### src/rtl/morse_stream_decoder.sv
// Morse symbol stream to ASCII decoder with a fall-through output FIFO.
// One 2-bit symbol is sampled per clock. Letters are decoded on letter-end. Word gaps insert a space.
module morse_stream_decoder #(
    parameter int MAX_SYMS    = 5,
    parameter int DEPTH       = 10,
    parameter int WORD_GAP_EN = 1
) (
    input  logic                         clk,
    input  logic                         reset,
    input  logic [1:0]                   inputSignal,
    output logic [7:0]                   out_data,
    output logic                         out_valid,
    input  logic                         out_ready,
    output logic [$clog2(DEPTH+1)-1:0]   count,
    output logic                         done,
    output logic                         overflow,
    output logic                         busy
);

    localparam int unsigned LEN_W = $clog2(MAX_SYMS + 2);
    localparam int unsigned PTR_W = $clog2(DEPTH);
    localparam int unsigned CNT_W = $clog2(DEPTH + 1);

    localparam logic [1:0] S_IDLE  = 2'd0;
    localparam logic [1:0] S_ACCUM = 2'd1;
    localparam logic [1:0] S_ERR   = 2'd2;

    logic [1:0]          r_state;
    logic [LEN_W-1:0]    r_len;
    logic [MAX_SYMS-1:0] r_pattern;
    logic [7:0]          r_mem [DEPTH];
    logic [PTR_W-1:0]    r_wr_ptr;
    logic [PTR_W-1:0]    r_rd_ptr;
    logic [CNT_W-1:0]    r_count;
    logic [7:0]          r_out_data;
    logic                r_valid;
    logic                r_full;
    logic                r_ovf;
    logic                r_busy;
    logic                r_any_pushed;
    logic                r_last_space;

    logic [1:0]          w_state_next;
    logic [LEN_W-1:0]    w_len_next;
    logic [MAX_SYMS-1:0] w_pat_next;
    logic                w_push_req;
    logic [7:0]          w_push_char;
    logic                w_is_sym;
    logic                w_is_end;
    logic                w_dash;
    logic [7:0]          w_lookup;
    logic                w_do_push;
    logic                w_do_pop;
    logic                w_drop;
    logic [CNT_W-1:0]    w_count_next;
    logic [PTR_W-1:0]    w_rd_next;
    logic [7:0]          w_head_next;

    // Key is the letter length plus its symbols, first symbol in the highest used bit (dot=0, dash=1).
    function automatic logic [7:0] f_lookup(input logic [2:0] len, input logic [4:0] code);
        logic [7:0] ch;
        ch = 8'h3F;
        case (len)
            3'd1: ch = code[0] ? 8'h54 : 8'h45;
            3'd2: begin
                case (code[1:0])
                    2'b00:   ch = 8'h49;
                    2'b01:   ch = 8'h41;
                    2'b10:   ch = 8'h4E;
                    default: ch = 8'h4D;
                endcase
            end
            3'd3: begin
                case (code[2:0])
                    3'b000:  ch = 8'h53;
                    3'b001:  ch = 8'h55;
                    3'b010:  ch = 8'h52;
                    3'b011:  ch = 8'h57;
                    3'b100:  ch = 8'h44;
                    3'b101:  ch = 8'h4B;
                    3'b110:  ch = 8'h47;
                    default: ch = 8'h4F;
                endcase
            end
            3'd4: begin
                case (code[3:0])
                    4'b0000: ch = 8'h48;
                    4'b0001: ch = 8'h56;
                    4'b0010: ch = 8'h46;
                    4'b0100: ch = 8'h4C;
                    4'b0110: ch = 8'h50;
                    4'b0111: ch = 8'h4A;
                    4'b1000: ch = 8'h42;
                    4'b1001: ch = 8'h58;
                    4'b1010: ch = 8'h43;
                    4'b1011: ch = 8'h59;
                    4'b1100: ch = 8'h5A;
                    4'b1101: ch = 8'h51;
                    default: ch = 8'h3F;
                endcase
            end
            3'd5: begin
                case (code)
                    5'b11111: ch = 8'h30;
                    5'b01111: ch = 8'h31;
                    5'b00111: ch = 8'h32;
                    5'b00011: ch = 8'h33;
                    5'b00001: ch = 8'h34;
                    5'b00000: ch = 8'h35;
                    5'b10000: ch = 8'h36;
                    5'b11000: ch = 8'h37;
                    5'b11100: ch = 8'h38;
                    5'b11110: ch = 8'h39;
                    default:  ch = 8'h3F;
                endcase
            end
            default: ch = 8'h3F;
        endcase
        return ch;
    endfunction

    function automatic logic [PTR_W-1:0] f_inc(input logic [PTR_W-1:0] p);
        return (p == PTR_W'(DEPTH - 1)) ? '0 : p + PTR_W'(1);
    endfunction

    assign w_is_sym = (inputSignal == 2'b01) || (inputSignal == 2'b10);
    assign w_is_end = (inputSignal == 2'b11);
    assign w_dash   = (inputSignal == 2'b10);
    assign w_lookup = f_lookup(3'(r_len), 5'(r_pattern));

    always_ff @(posedge clk or posedge reset) begin
        if (reset) begin
            r_state   <= S_IDLE;
            r_len     <= '0;
            r_pattern <= '0;
        end else begin
            r_state   <= w_state_next;
            r_len     <= w_len_next;
            r_pattern <= w_pat_next;
        end
    end

    // Letter FSM: accumulates symbols and raises a push request on letter end / word gap.
    always_comb begin
        w_state_next = r_state;
        w_len_next   = r_len;
        w_pat_next   = r_pattern;
        w_push_req   = 1'b0;
        w_push_char  = 8'h00;
        case (r_state)
            S_IDLE: begin
                if (w_is_sym) begin
                    w_state_next = S_ACCUM;
                    w_len_next   = LEN_W'(1);
                    w_pat_next   = MAX_SYMS'(w_dash);
                end else if (w_is_end) begin
                    if ((WORD_GAP_EN != 0) && r_any_pushed && !r_last_space) begin
                        w_push_req  = 1'b1;
                        w_push_char = 8'h20;
                    end
                end
            end
            S_ACCUM: begin
                if (w_is_sym) begin
                    if (r_len == LEN_W'(MAX_SYMS)) begin
                        w_state_next = S_ERR;
                        w_len_next   = LEN_W'(MAX_SYMS + 1);
                    end else begin
                        w_len_next = r_len + LEN_W'(1);
                        w_pat_next = MAX_SYMS'({r_pattern, w_dash});
                    end
                end else if (w_is_end) begin
                    w_push_req   = 1'b1;
                    w_push_char  = w_lookup;
                    w_state_next = S_IDLE;
                    w_len_next   = '0;
                end
            end
            S_ERR: begin
                if (w_is_end) begin
                    w_push_req   = 1'b1;
                    w_push_char  = 8'h3F;
                    w_state_next = S_IDLE;
                    w_len_next   = '0;
                end
            end
            default: w_state_next = S_IDLE;
        endcase
    end

    // FIFO control; a full FIFO still accepts a push when the head is popped on the same edge.
    always_comb begin
        w_do_pop     = out_ready && r_valid;
        w_do_push    = w_push_req && (!r_full || w_do_pop);
        w_drop       = w_push_req && r_full && !w_do_pop;
        w_count_next = r_count;
        if (w_do_push && !w_do_pop) begin
            w_count_next = r_count + CNT_W'(1);
        end else if (!w_do_push && w_do_pop) begin
            w_count_next = r_count - CNT_W'(1);
        end
        w_rd_next = w_do_pop ? f_inc(r_rd_ptr) : r_rd_ptr;
        if (w_do_push && ((r_count == '0) || ((r_count == CNT_W'(1)) && w_do_pop))) begin
            w_head_next = w_push_char;
        end else begin
            w_head_next = r_mem[w_rd_next];
        end
    end

    always_ff @(posedge clk) begin
        if (w_do_push) begin
            r_mem[r_wr_ptr] <= w_push_char;
        end
    end

    always_ff @(posedge clk or posedge reset) begin
        if (reset) begin
            r_wr_ptr     <= '0;
            r_rd_ptr     <= '0;
            r_count      <= '0;
            r_out_data   <= 8'h00;
            r_valid      <= 1'b0;
            r_full       <= 1'b0;
            r_ovf        <= 1'b0;
            r_busy       <= 1'b0;
            r_any_pushed <= 1'b0;
            r_last_space <= 1'b0;
        end else begin
            if (w_do_push) begin
                r_wr_ptr     <= f_inc(r_wr_ptr);
                r_any_pushed <= 1'b1;
                r_last_space <= (w_push_char == 8'h20);
            end
            r_rd_ptr <= w_rd_next;
            r_count  <= w_count_next;
            r_valid  <= (w_count_next != '0);
            r_full   <= (w_count_next == CNT_W'(DEPTH));
            r_busy   <= (w_state_next != S_IDLE);
            if (w_drop) begin
                r_ovf <= 1'b1;
            end
            if (w_count_next != '0) begin
                r_out_data <= w_head_next;
            end
        end
    end

    assign out_data  = r_out_data;
    assign out_valid = r_valid;
    assign count     = r_count;
    assign done      = r_full;
    assign overflow  = r_ovf;
    assign busy      = r_busy;

endmodule

### config.mk
export PLATFORM = sky130hd
export DESIGN_NAME = morse_stream_decoder
export DESIGN_NICKNAME = d
export VERILOG_FILES = /design/src/rtl/morse_stream_decoder.sv
export SDC_FILE = /design/constraint.sdc
export NUM_CORES = 1
export LEC_CHECK = 0
export CAP_MARGIN = 40
export CORE_AREA = 2 2 127 129
export CTS_CLUSTER_DIAMETER = 30
export DETAILED_ROUTE_END_ITERATION = 16
export DIE_AREA = 0 0 129 131
export GPL_TIMING_DRIVEN = 0
export PLACE_DENSITY_LB_ADDON = 0.3
export SLEW_MARGIN = 10
export SYNTH_ARGS = -nofsm -noshare
export SYNTH_HDL_FRONTEND = slang
export SYNTH_SLANG_ARGS = --single-unit
### constraint.sdc
create_clock -name clk -period 3.56 [get_ports clk]
set_input_delay 0.356 -clock clk [delete_from_list [all_inputs] [get_ports clk]]
set_output_delay 0.356 -clock clk [all_outputs]
set_load 0.02 [all_outputs]
==> impl_metrics.env <==
export IMPL_layout_cells_non_filler=782
export IMPL_grt_max_degree=26
export IMPL_ant_nets=0
export IMPL_max_cap_viol_count=0
export IMPL_place_area_sq_mm=0.00643
export IMPL_slew_headroom_pct=41.0
export IMPL_fp_dieArea_sq_mm=0.0169
export IMPL_hold_viol=0
export IMPL_end_kind="flop"
export IMPL_worst_path_max_delay_cell="clkdlybuf4s50_1"
export IMPL_grt_overflow=0
export IMPL_die_x_microns=129
export IMPL_postCtsSetupBuffers=0
export IMPL_grt_pass1_vias=4238
export IMPL_drive_gt1_share_pct=13.4
export IMPL_grt_setup_unrepaired="yes"
export IMPL_layout_area_seq_sq_mm=0.00298
export IMPL_floorplan_die_height_microns=131
export IMPL_firstDrtPassIters=5
export IMPL_path_buf_inv=5
export IMPL_drv_slew=0
export IMPL_fin_crit_ns=3.36
export IMPL_ys_top_cells_by_count="edfxtp_1 (70), nand2_1 (50), dfrtp_1 (35)"
export IMPL_path_delay_family="buffers and inverters"
export IMPL_slowest_delay_ns=0.52
export IMPL_fmaxAchievable_mhz=298
export IMPL_tightestPinTransition_ns=0.876
export IMPL_min_period_over_period_pct=94.4
export IMPL_htree_num_levels=3
export IMPL_fin_nets=590
export IMPL_io_pin_count=21
export IMPL_crit_path_start_kind="input port"
export IMPL_viasPerCell=5.53
export IMPL_syn2layout_area_growth_pct=13.5
export IMPL_wl_per_cell_microns=17.8
export IMPL_cts_tree="built"
export IMPL_clkTransAtPathRegs_ns=0.07
export IMPL_holdWs_ns=0.263
export IMPL_io_buffers=18
export IMPL_cts_made_buffers=9
export IMPL_power_leakage_nw=2.55
export IMPL_initial_core_util_pct=37.9
export IMPL_drt_total_wl_microns=13900
export IMPL_synth_nets=550
export IMPL_finalInstanceArea_sq_mm=0.00671
export IMPL_yosysUniqueCellTypes=83
export IMPL_multi_input_area_sq_mm=0.00267
export IMPL_fillers=1433
export IMPL_insertion_delay_ns=0.35
export IMPL_synth_ff_type="edfxtp_1"
export IMPL_synth_top_area_share_pct=35.6
export IMPL_synth_cells=521
export IMPL_arrival_ns=3.41
export IMPL_cp_data_required_time_ns=3.61
export IMPL_synthArstFlopShare_pct=33.3
export IMPL_worstSetupPathType="in2reg"
export IMPL_synth_area_sq_mm=0.00591
export IMPL_cp_cell_sequence="clkdlybuf4s50_1, inv_1, ha_1, buf_4, nand4b_1, a211o_1, buf_4, a21oi_1, nand3_1, nor3_1, buf_2"
export IMPL_diodes=0
export IMPL_synth_most_common_cell="edfxtp_1"
export IMPL_yosysWarningCount=0
export IMPL_grt_pass1_wl_microns=22600
export IMPL_setup_violations=0
export IMPL_yosys_register_bits=105
export IMPL_ys_seq_area_share_pct=50.4
export IMPL_fin_skew_ns=0.00902
export IMPL_std_cell_rows=46
export IMPL_route_detailed_drc=0
export IMPL_clock_path_buffers=2
export IMPL_clock_root_buffer="clkbuf_16"
export IMPL_groute_usage_overall_pct=17.4
export IMPL_synth_edff_count=70
export IMPL_peakVddDrop_mv=0.298
export IMPL_antenna_found_initial=0
export IMPL_crit_top_cell="buf_4"
export IMPL_cts_sinks=105
export IMPL_power_density_mw_per_mm2=809
export IMPL_ctsResizeCount=0
export IMPL_post_dp_hpwl_microns=10100
export IMPL_yosys_area_top_type="edfxtp_1"
export IMPL_gp_congestion=0.925
export IMPL_hold_path_class="in2async"
export IMPL_ys_top_cells_by_area="edfxtp_1 (36%), dfrtp_1 (15%), ha_1 (5.1%), mux2i_1 (3.2%), nand2_1 (3.2%)"
export IMPL_critPathMaxFanout=8
export IMPL_status="finished clean"
export IMPL_core_area_sq_mm=0.0156
export IMPL_dpl_cell_count=765
export IMPL_synth_area_per_cell_sq_um=11.3
export IMPL_p_total_mw=5.43
export IMPL_ctsHoldBuffers=0
export IMPL_drtIter0Drc=319
export IMPL_vias=4322
==> state kept, by name (all words and copies together) (netlist names), 2 cells and up <==
name       count
count          4
out_data       7
r_len          3
r_mem         70
r_pattern      5
r_rd_ptr       4
r_state        2
r_wr_ptr       4
==> routing by layer <==
layer,part of all wire [%],global-route usage [%],up-vias
met1,45,22.6,2144
met3,4.1,2.69,20
li1,-,-,2045
met4,2.2,7.74,0
met2,48,29.1,113
met5,0,0,-
==> final cells by class <==
type	count	share of cell area, %
sequential	105	44.4
tap	216	4.03
multi-input combinational	363	39.8
timing repair buffer	29	3.77
clock inverter	4	0.448
buffer	27	2.48
inverter	26	1.53
clock buffer	12	3.52
==> path summary, 6_finish.rpt <==
kind / startpoint / end / slack, ns / cells past startpoint
min in group clk: r_any_pushed / r_any_pushed / 0.47 / 1
min reg2reg: r_any_pushed / r_any_pushed / 0.47 / 1
max in group asynchronous: reset / r_last_space / 2.85 / 3
max: inputSignal[0] / r_mem[2][0] / 0.20 / 11
max reg2reg: r_len[2] / out_data[4] / 0.25 / 10
min: reset / r_state[0] / 0.26 / 2
==> where the power goes <==
group	internal, mW	switching, mW	total (mW)
sequential	1.53	0.184	1.71
combinational	1.23	1.57	2.80
clock	0.478	0.444	0.922
==> metrics by stage <==
stage                     util (%)  worst slack, ns  TNS (ns)
final                         43.0            0.200         0
after detailed placement      41.3           -0.194     -5.99
after global routing          43.0          -0.0357    -0.427
after CTS                     43.0            0.156         0
after global placement        40.8           -0.457    -14.45
after floorplan                  -            0.806         0
==> logic make-up (layout without fill, tap and decap cells) <==
family | Yosys count | in the layout | share of synthesized area, %
buffers and inverters | 53 | 98 | 4.53
and+or+nand+nor | 164 | 164 | 14.3
AOI/OAI and AO/OA | 126 | 126 | 15.4
xor gates and xnor gates | 8 | 8 | 1.19
other | 1 | 1 | 0.0634
DFF | 105 | 105 | 50.4
adders and majority gates | 24 | 24 | 5.08
muxes | 40 | 40 | 9.06
==> cells in the final DEF (no fill, tap or decap), types with 6 or more instances in the layout <==
cell type        count
dfrtp_1             35
and3_1               9
buf_2               14
clkbuf_16            9
ha_1                24
nor4_1               6
edfxtp_1            70
inv_1               23
mux2i_1             19
and2_1               9
buf_4                6
clkbuf_1            13
o21ai_0             20
mux2_2               7
a21oi_1             22
a31oi_1              6
clkdlybuf4s50_1     18
or3_1                6
nand3_1              7
o22ai_1              8
nand2b_1            10
mux4_2               7
nor2_1              27
nor3_1              13
nand2_1             50
No activity file was read; power rests on OpenSTA's default activity.
